**src/rtl/robot_cmd_sched.sv**
```systemverilog
// Command scheduler for the tracked-robot motor controller: RC/AP arbitration, engine
// power sequencing, timed move hold with obstacle abort and an inter-command stop gap.
module robot_cmd_sched #(
  parameter int DUR_W    = 8,
  parameter int GAP_CYC  = 2,
  parameter int WAKE_TO  = 16,
  parameter int RC_BURST = 4
) (
  input  logic             clk_i,
  input  logic             rstn_i,
  input  logic             pwr_req_i,
  input  logic             rc_valid_i,
  output logic             rc_ready_o,
  input  logic [2:0]       rc_cmd_i,
  input  logic [DUR_W-1:0] rc_dur_i,
  input  logic             ap_valid_i,
  output logic             ap_ready_o,
  input  logic [2:0]       ap_cmd_i,
  input  logic [DUR_W-1:0] ap_dur_i,
  output logic             motor_on_o,
  output logic [2:0]       move_o,
  input  logic             motor_status_i,
  input  logic             tracker_status_i,
  output logic             busy_o,
  output logic             grant_o,
  output logic             done_o,
  output logic             abort_o,
  output logic             fault_o
);

  localparam int WK_W = $clog2(WAKE_TO + 1);
  localparam int GP_W = $clog2(GAP_CYC + 1);
  localparam int BR_W = $clog2(RC_BURST + 1);
  localparam logic [2:0] MV_STOP = 3'b000;
  localparam logic [2:0] MV_FWD  = 3'b111;

  typedef enum logic [2:0] {S_OFF, S_WAKE, S_IDLE, S_RUN, S_GAP, S_STOP} state_t;

  state_t           state_q;
  logic [DUR_W-1:0] dur_q;
  logic [WK_W-1:0]  wake_q, wake_d;
  logic [GP_W-1:0]  gap_q;
  logic [BR_W-1:0]  burst_q, burst_d;
  logic             motor_on_q, rc_ready_q, ap_ready_q, busy_q, grant_q;
  logic             done_q, abort_q, fault_q;
  logic [2:0]       move_q;
  logic             rc_acc, ap_acc, pick_rc, pick_ap;

  // Ready is registered, so the grant for the next IDLE cycle is decided from the
  // burst count as it will stand after this cycle's accept.
  always_comb begin
    rc_acc  = (state_q == S_IDLE) && pwr_req_i && rc_valid_i && rc_ready_q;
    ap_acc  = (state_q == S_IDLE) && pwr_req_i && ap_valid_i && ap_ready_q;
    wake_d  = wake_q + 1'b1;
    burst_d = burst_q;
    if (!ap_valid_i || ap_acc)
      burst_d = '0;
    else if (rc_acc && (burst_q != BR_W'(RC_BURST)))
      burst_d = burst_q + 1'b1;
    pick_ap = ap_valid_i && (!rc_valid_i || (burst_d == BR_W'(RC_BURST)));
    pick_rc = rc_valid_i && !pick_ap;
  end

  always_ff @(posedge clk_i or negedge rstn_i) begin
    if (!rstn_i) begin
      state_q    <= S_OFF;
      dur_q      <= '0;
      wake_q     <= '0;
      gap_q      <= '0;
      burst_q    <= '0;
      motor_on_q <= 1'b0;
      move_q     <= MV_STOP;
      rc_ready_q <= 1'b0;
      ap_ready_q <= 1'b0;
      busy_q     <= 1'b0;
      grant_q    <= 1'b0;
      done_q     <= 1'b0;
      abort_q    <= 1'b0;
      fault_q    <= 1'b0;
    end else begin
      burst_q    <= burst_d;
      done_q     <= 1'b0;
      abort_q    <= 1'b0;
      rc_ready_q <= 1'b0;
      ap_ready_q <= 1'b0;
      case (state_q)
        S_OFF: begin
          motor_on_q <= 1'b0;
          move_q     <= MV_STOP;
          busy_q     <= 1'b0;
          if (!pwr_req_i) begin
            fault_q <= 1'b0;
          end else if (!fault_q) begin
            state_q    <= S_WAKE;
            motor_on_q <= 1'b1;
            wake_q     <= '0;
          end
        end
        S_WAKE: begin
          move_q <= MV_STOP;
          if (!pwr_req_i) begin
            state_q    <= S_STOP;
            motor_on_q <= 1'b0;
          end else if (motor_status_i) begin
            state_q    <= S_IDLE;
            rc_ready_q <= pick_rc;
            ap_ready_q <= pick_ap;
          end else if (wake_d == WK_W'(WAKE_TO)) begin
            state_q    <= S_OFF;
            motor_on_q <= 1'b0;
            fault_q    <= 1'b1;
            wake_q     <= '0;
          end else begin
            wake_q <= wake_d;
          end
        end
        S_IDLE: begin
          if (!pwr_req_i) begin
            state_q    <= S_STOP;
            motor_on_q <= 1'b0;
          end else if (rc_acc || ap_acc) begin
            state_q <= S_RUN;
            busy_q  <= 1'b1;
            grant_q <= ap_acc;
            move_q  <= ap_acc ? ap_cmd_i : rc_cmd_i;
            if (ap_acc) dur_q <= (ap_dur_i == '0) ? DUR_W'(1) : ap_dur_i;
            else        dur_q <= (rc_dur_i == '0) ? DUR_W'(1) : rc_dur_i;
          end else begin
            rc_ready_q <= pick_rc;
            ap_ready_q <= pick_ap;
          end
        end
        S_RUN: begin
          if (!pwr_req_i) begin
            state_q    <= S_STOP;
            motor_on_q <= 1'b0;
            move_q     <= MV_STOP;
            busy_q     <= 1'b0;
            abort_q    <= 1'b1;
          end else if (!motor_status_i) begin
            state_q <= S_WAKE;
            move_q  <= MV_STOP;
            busy_q  <= 1'b0;
            abort_q <= 1'b1;
            wake_q  <= '0;
          end else if ((move_q == MV_FWD) && tracker_status_i) begin
            state_q <= S_GAP;
            move_q  <= MV_STOP;
            abort_q <= 1'b1;
            gap_q   <= '0;
          end else if (dur_q == DUR_W'(1)) begin
            state_q <= S_GAP;
            move_q  <= MV_STOP;
            done_q  <= 1'b1;
            gap_q   <= '0;
          end else begin
            dur_q <= dur_q - 1'b1;
          end
        end
        S_GAP: begin
          if (!pwr_req_i) begin
            state_q    <= S_STOP;
            motor_on_q <= 1'b0;
            busy_q     <= 1'b0;
          end else if (gap_q == GP_W'(GAP_CYC - 1)) begin
            state_q    <= S_IDLE;
            busy_q     <= 1'b0;
            rc_ready_q <= pick_rc;
            ap_ready_q <= pick_ap;
          end else begin
            gap_q <= gap_q + 1'b1;
          end
        end
        S_STOP: begin
          motor_on_q <= 1'b0;
          move_q     <= MV_STOP;
          busy_q     <= 1'b0;
          if (!motor_status_i) state_q <= S_OFF;
        end
        default: state_q <= S_OFF;
      endcase
    end
  end

  assign motor_on_o = motor_on_q;
  assign move_o     = move_q;
  assign rc_ready_o = rc_ready_q;
  assign ap_ready_o = ap_ready_q;
  assign busy_o     = busy_q;
  assign grant_o    = grant_q;
  assign done_o     = done_q;
  assign abort_o    = abort_q;
  assign fault_o    = fault_q;

endmodule

```
**config.mk**
```make
export PLATFORM = sky130hd
export DESIGN_NAME = robot_cmd_sched
export DESIGN_NICKNAME = d
export VERILOG_FILES = /design/src/rtl/robot_cmd_sched.sv
export SDC_FILE = /design/constraint.sdc
export NUM_CORES = 1
export LEC_CHECK = 0
export ABC_AREA = 0
export BUFFER_PORTS_ARGS = -buffer_cell sky130_fd_sc_hd__buf_2
export CAP_MARGIN = 30
export CORE_MARGIN = 8
export CORE_UTILIZATION = 61
export CTS_CLUSTER_SIZE = 25
export DETAILED_ROUTE_END_ITERATION = 7
export MAX_ROUTING_LAYER = met4
export PLACE_DENSITY = 0.95
export SKIP_LAST_GASP = 1
export SYNTH_ARGS = -nofsm -noshare
export SYNTH_HDL_FRONTEND = slang
export SYNTH_SLANG_ARGS = --single-unit
```
**constraint.sdc**
```tcl
create_clock -name clk_i -period 4.24 [get_ports clk_i]
set_input_delay 1.06 -clock clk_i [delete_from_list [all_inputs] [get_ports clk_i]]
set_output_delay 1.06 -clock clk_i [all_outputs]
set_load 0.05 [all_outputs]
```
==> impl_metrics.yaml <==
run_status:
  status: "finished, final reports clean"
timing:
  min_period_over_period_pct: 64.0
  timing.fmax_ghz: 0.369
  slew_viol_final: 0
  finalSetupViolations: 0
  period_minus_slack_ps: 2710
  max_slew_margin_pct: 47.0
  tightest_slew_ps: 794
  setup_tns_ps: 0
  skew_ps: 4.71
  hold_viol: 0
  rsz0062_at_grt: "false"
yosys:
  ys_ff_latch: 32
  yosys_warnings: 0
  yosysTopAreaCell: "dfrtp_1"
  async_flop_share_pct: 100
  syn_nets: 292
  synth_cell_types: 70
  ys_seq_area_share_pct: 34.4
  synthDominantCellAreaShare_pct: 34.4
  ys.flop_type: "dfrtp_1"
  synth_area_per_cell_um2: 9.11
  synthesis.area_um2: 2330
  yosys-top-cells-area: "dfrtp_1 (34%), nand2_1 (4.5%), mux2i_1 (4.3%)"
  synth_edf_count: 0
  syn_inst: 256
global_routing:
  grt_max_degree: 33
  globalRouteTotalUtil_pct: 18.9
  grt_pass1_wl_um: 9230
  antenna_found_initial: 0
  gr-total-overflow: 0
  grt_pass1_vias: 2063
clocking:
  postCtsHoldBufs: 0
  numCtsBuffers: 5
  cts_resized: 0
  clock_latency_ps: 290
  cts_tree: "yes"
  post_cts_buffers: 0
  cts_max_level: 2
  cts_sinks: 32
  clkTransAtPathRegs_ps: 60
  cts_root_buf: "clkbuf_8"
  clk_path_buf_depth: 2
critical_path:
  crit_buf_inv: 0
  crit_chain: "nand3b_2, a31oi_1, nand2_2, and2_4, a221o_1"
  max_stage_delay_ps: 860
  critPathArrivalTime_ps: 2880
  slowest_stage: "dfrtp_1"
  rrSetupSlack_ps: 1530
  critPathMaxFanout: 28
  path_class: "flop to flop"
  critPathLaunchType: "flop"
  cp.required_ps: 4410
  critPathCaptureType: "flop"
  crit_family: "compound AO/OA/AOI/OAI gates"
detailed_routing:
  num_vias: 2100
  drc_errors: 0
  drt_wl_total_um: 5430
  drt_iter0_markers: 177
  first_pass_iters: 4
  wire_per_inst_um: 16.2
  via_per_inst: 6.27
  drtAntennaViolNets: 0
floorplan:
  num_rows: 22
  core_area_um2: 3660
  die-area_um2: 6060
  io_pins: 40
  initial_utilization_pct: 63.7
  die_w_um: 77.8
  die_y_um: 77.8
power:
  p_leak_nw: 1.23
  p_int_uw: 798
  ir_worst_vdd_mv: 0.347
  power.density_nw_per_um2: 538
  clock_power_share_pct: 16.1
  switching_share_pct: 42.6
  p_sw_uw: 593
  seqPwrFrac_pct: 40.2
  p_comb_share_pct: 43.7
finish:
  drive_gt1_share_pct: 22.3
  final_cell_mix: "buf_2 (39), dfrtp_1 (32), nand2_1 (28), nor2_1 (17), a21oi_1 (17)"
  antenna_cells: 0
  area_growth_pct: 10.9
  nets: 323
  postLayoutCoreUtil_pct: 70.6
  final_common_cell: "buf_2"
worst_hold_path:
  hold_path.class: "flop to flop"
place:
  port_buffers: 39
  place.gp.congestion: 0.915
  place.detailed.hpwl_um: 3940
job:
  drv_cap: 0
-- per-stage QoR --
step                instance area, µm²  hold WS [ps]  worst slack (ps)  cells  power, mW
detailed placement                2510           472              1260    328       1.17
global placement                  2510           469              1310    328       1.14
floorplan                         2330           457              1800    256       1.04
global route                      2580           521              1300    335       1.49
finish                            2580           488              1530    335       1.39
CTS                               2580           485              1550    335       1.39
-- worst paths after layout --
check,startpoint,end,cells past startpoint
min,gap_q[0],gap_q[0],1
min reg2reg,gap_q[0],gap_q[0],1
min in group asynchronous,rstn_i,dur_q[4],1
max in group asynchronous,rstn_i,state_q[2],1
max reg2reg,state_q[1],state_q[1],5
max,state_q[1],state_q[1],5
-- worst reg2reg max path: stages (launching register included) --
cell and delay, ps:
dfrtp_1 860, nand3b_2 440, a31oi_1 570, nand2_2 200
and2_4 200, a221o_1 330
-- state kept, by name, summed over array words and instances (netlist names), 2 cells and up --
name	flops
burst_q	3
dur_q	8
state_q	3
wake_q	5
move_o	3
gap_q	2
-- cells by family (layout without fill, tap and decap cells) --
group,Yosys count,in the layout,synth area share (%)
adder cells (fa/ha/maj),7,7,3.76
AO/OA/AOI/OAI,74,74,23.1
AND/OR/NAND/NOR,103,103,26.1
multiplexers,15,15,7.19
buffers and inverters,23,54,4.67
XOR/XNOR,2,2,0.752
flip-flops,32,32,34.4
-- layer usage --
layer  up-vias  part of all wire [%]  track usage [%]  wire length [µm]
li1       1020                     -                -                 -
met1       993                    42             21.3              2290
met2        75                    48             29.9              2620
met3        12                   7.9             5.76               427
met4         0                   1.7             8.68                95
met5         -                     0                -                 0
-- synth_stat cells, types with 2 or more instances --
cell and count:
mux2_4 3, a2bb2oi_1 2, o31ai_1 2, buf_4 3
a21oi_1 17, mux2i_1 10, nand3_1 2, inv_1 7
nand4b_1 2, a31o_2 2, a22o_1 3, nand4_1 3
o21ai_1 7, or2b_1 2, dfrtp_1 32, o22ai_1 2
nand2b_1 6, nor4bb_1 2, or4_1 2, and2b_1 2
buf_2 3, clkbuf_1 7, o21ai_0 9, o22a_1 5
or3_1 4, a22oi_1 3, ha_1 7, nor3_1 9
nand2_1 28, nor2_1 17, xnor2_1 2, a21boi_1 2
and2_1 3, a31oi_1 6, a221o_1 2, nor4_1 3
nor2b_1 2
-- final cells by class --
cell class | count | area (µm²)
multi-input cells | 201 | 1420
fillers | 272 | 1080
flip-flops and latches | 32 | 801
repair buffers | 39 | 195
clock buffers | 6 | 72.6
well taps | 48 | 60.1
inverters | 8 | 30.0
clock inverters | 1 | 5.00
-- power groups by stage --
stage	Combinational [mW]	Clock, mW	Sequential, mW
after floorplan	0.506	0	0.531
after global placement	0.584	0	0.553
final	0.608	0.224	0.559
after global routing	0.676	0.239	0.580
after CTS	0.610	0.228	0.554
after detailed placement	0.606	0	0.559
No activity file was read; power rests on OpenSTA's default activity.
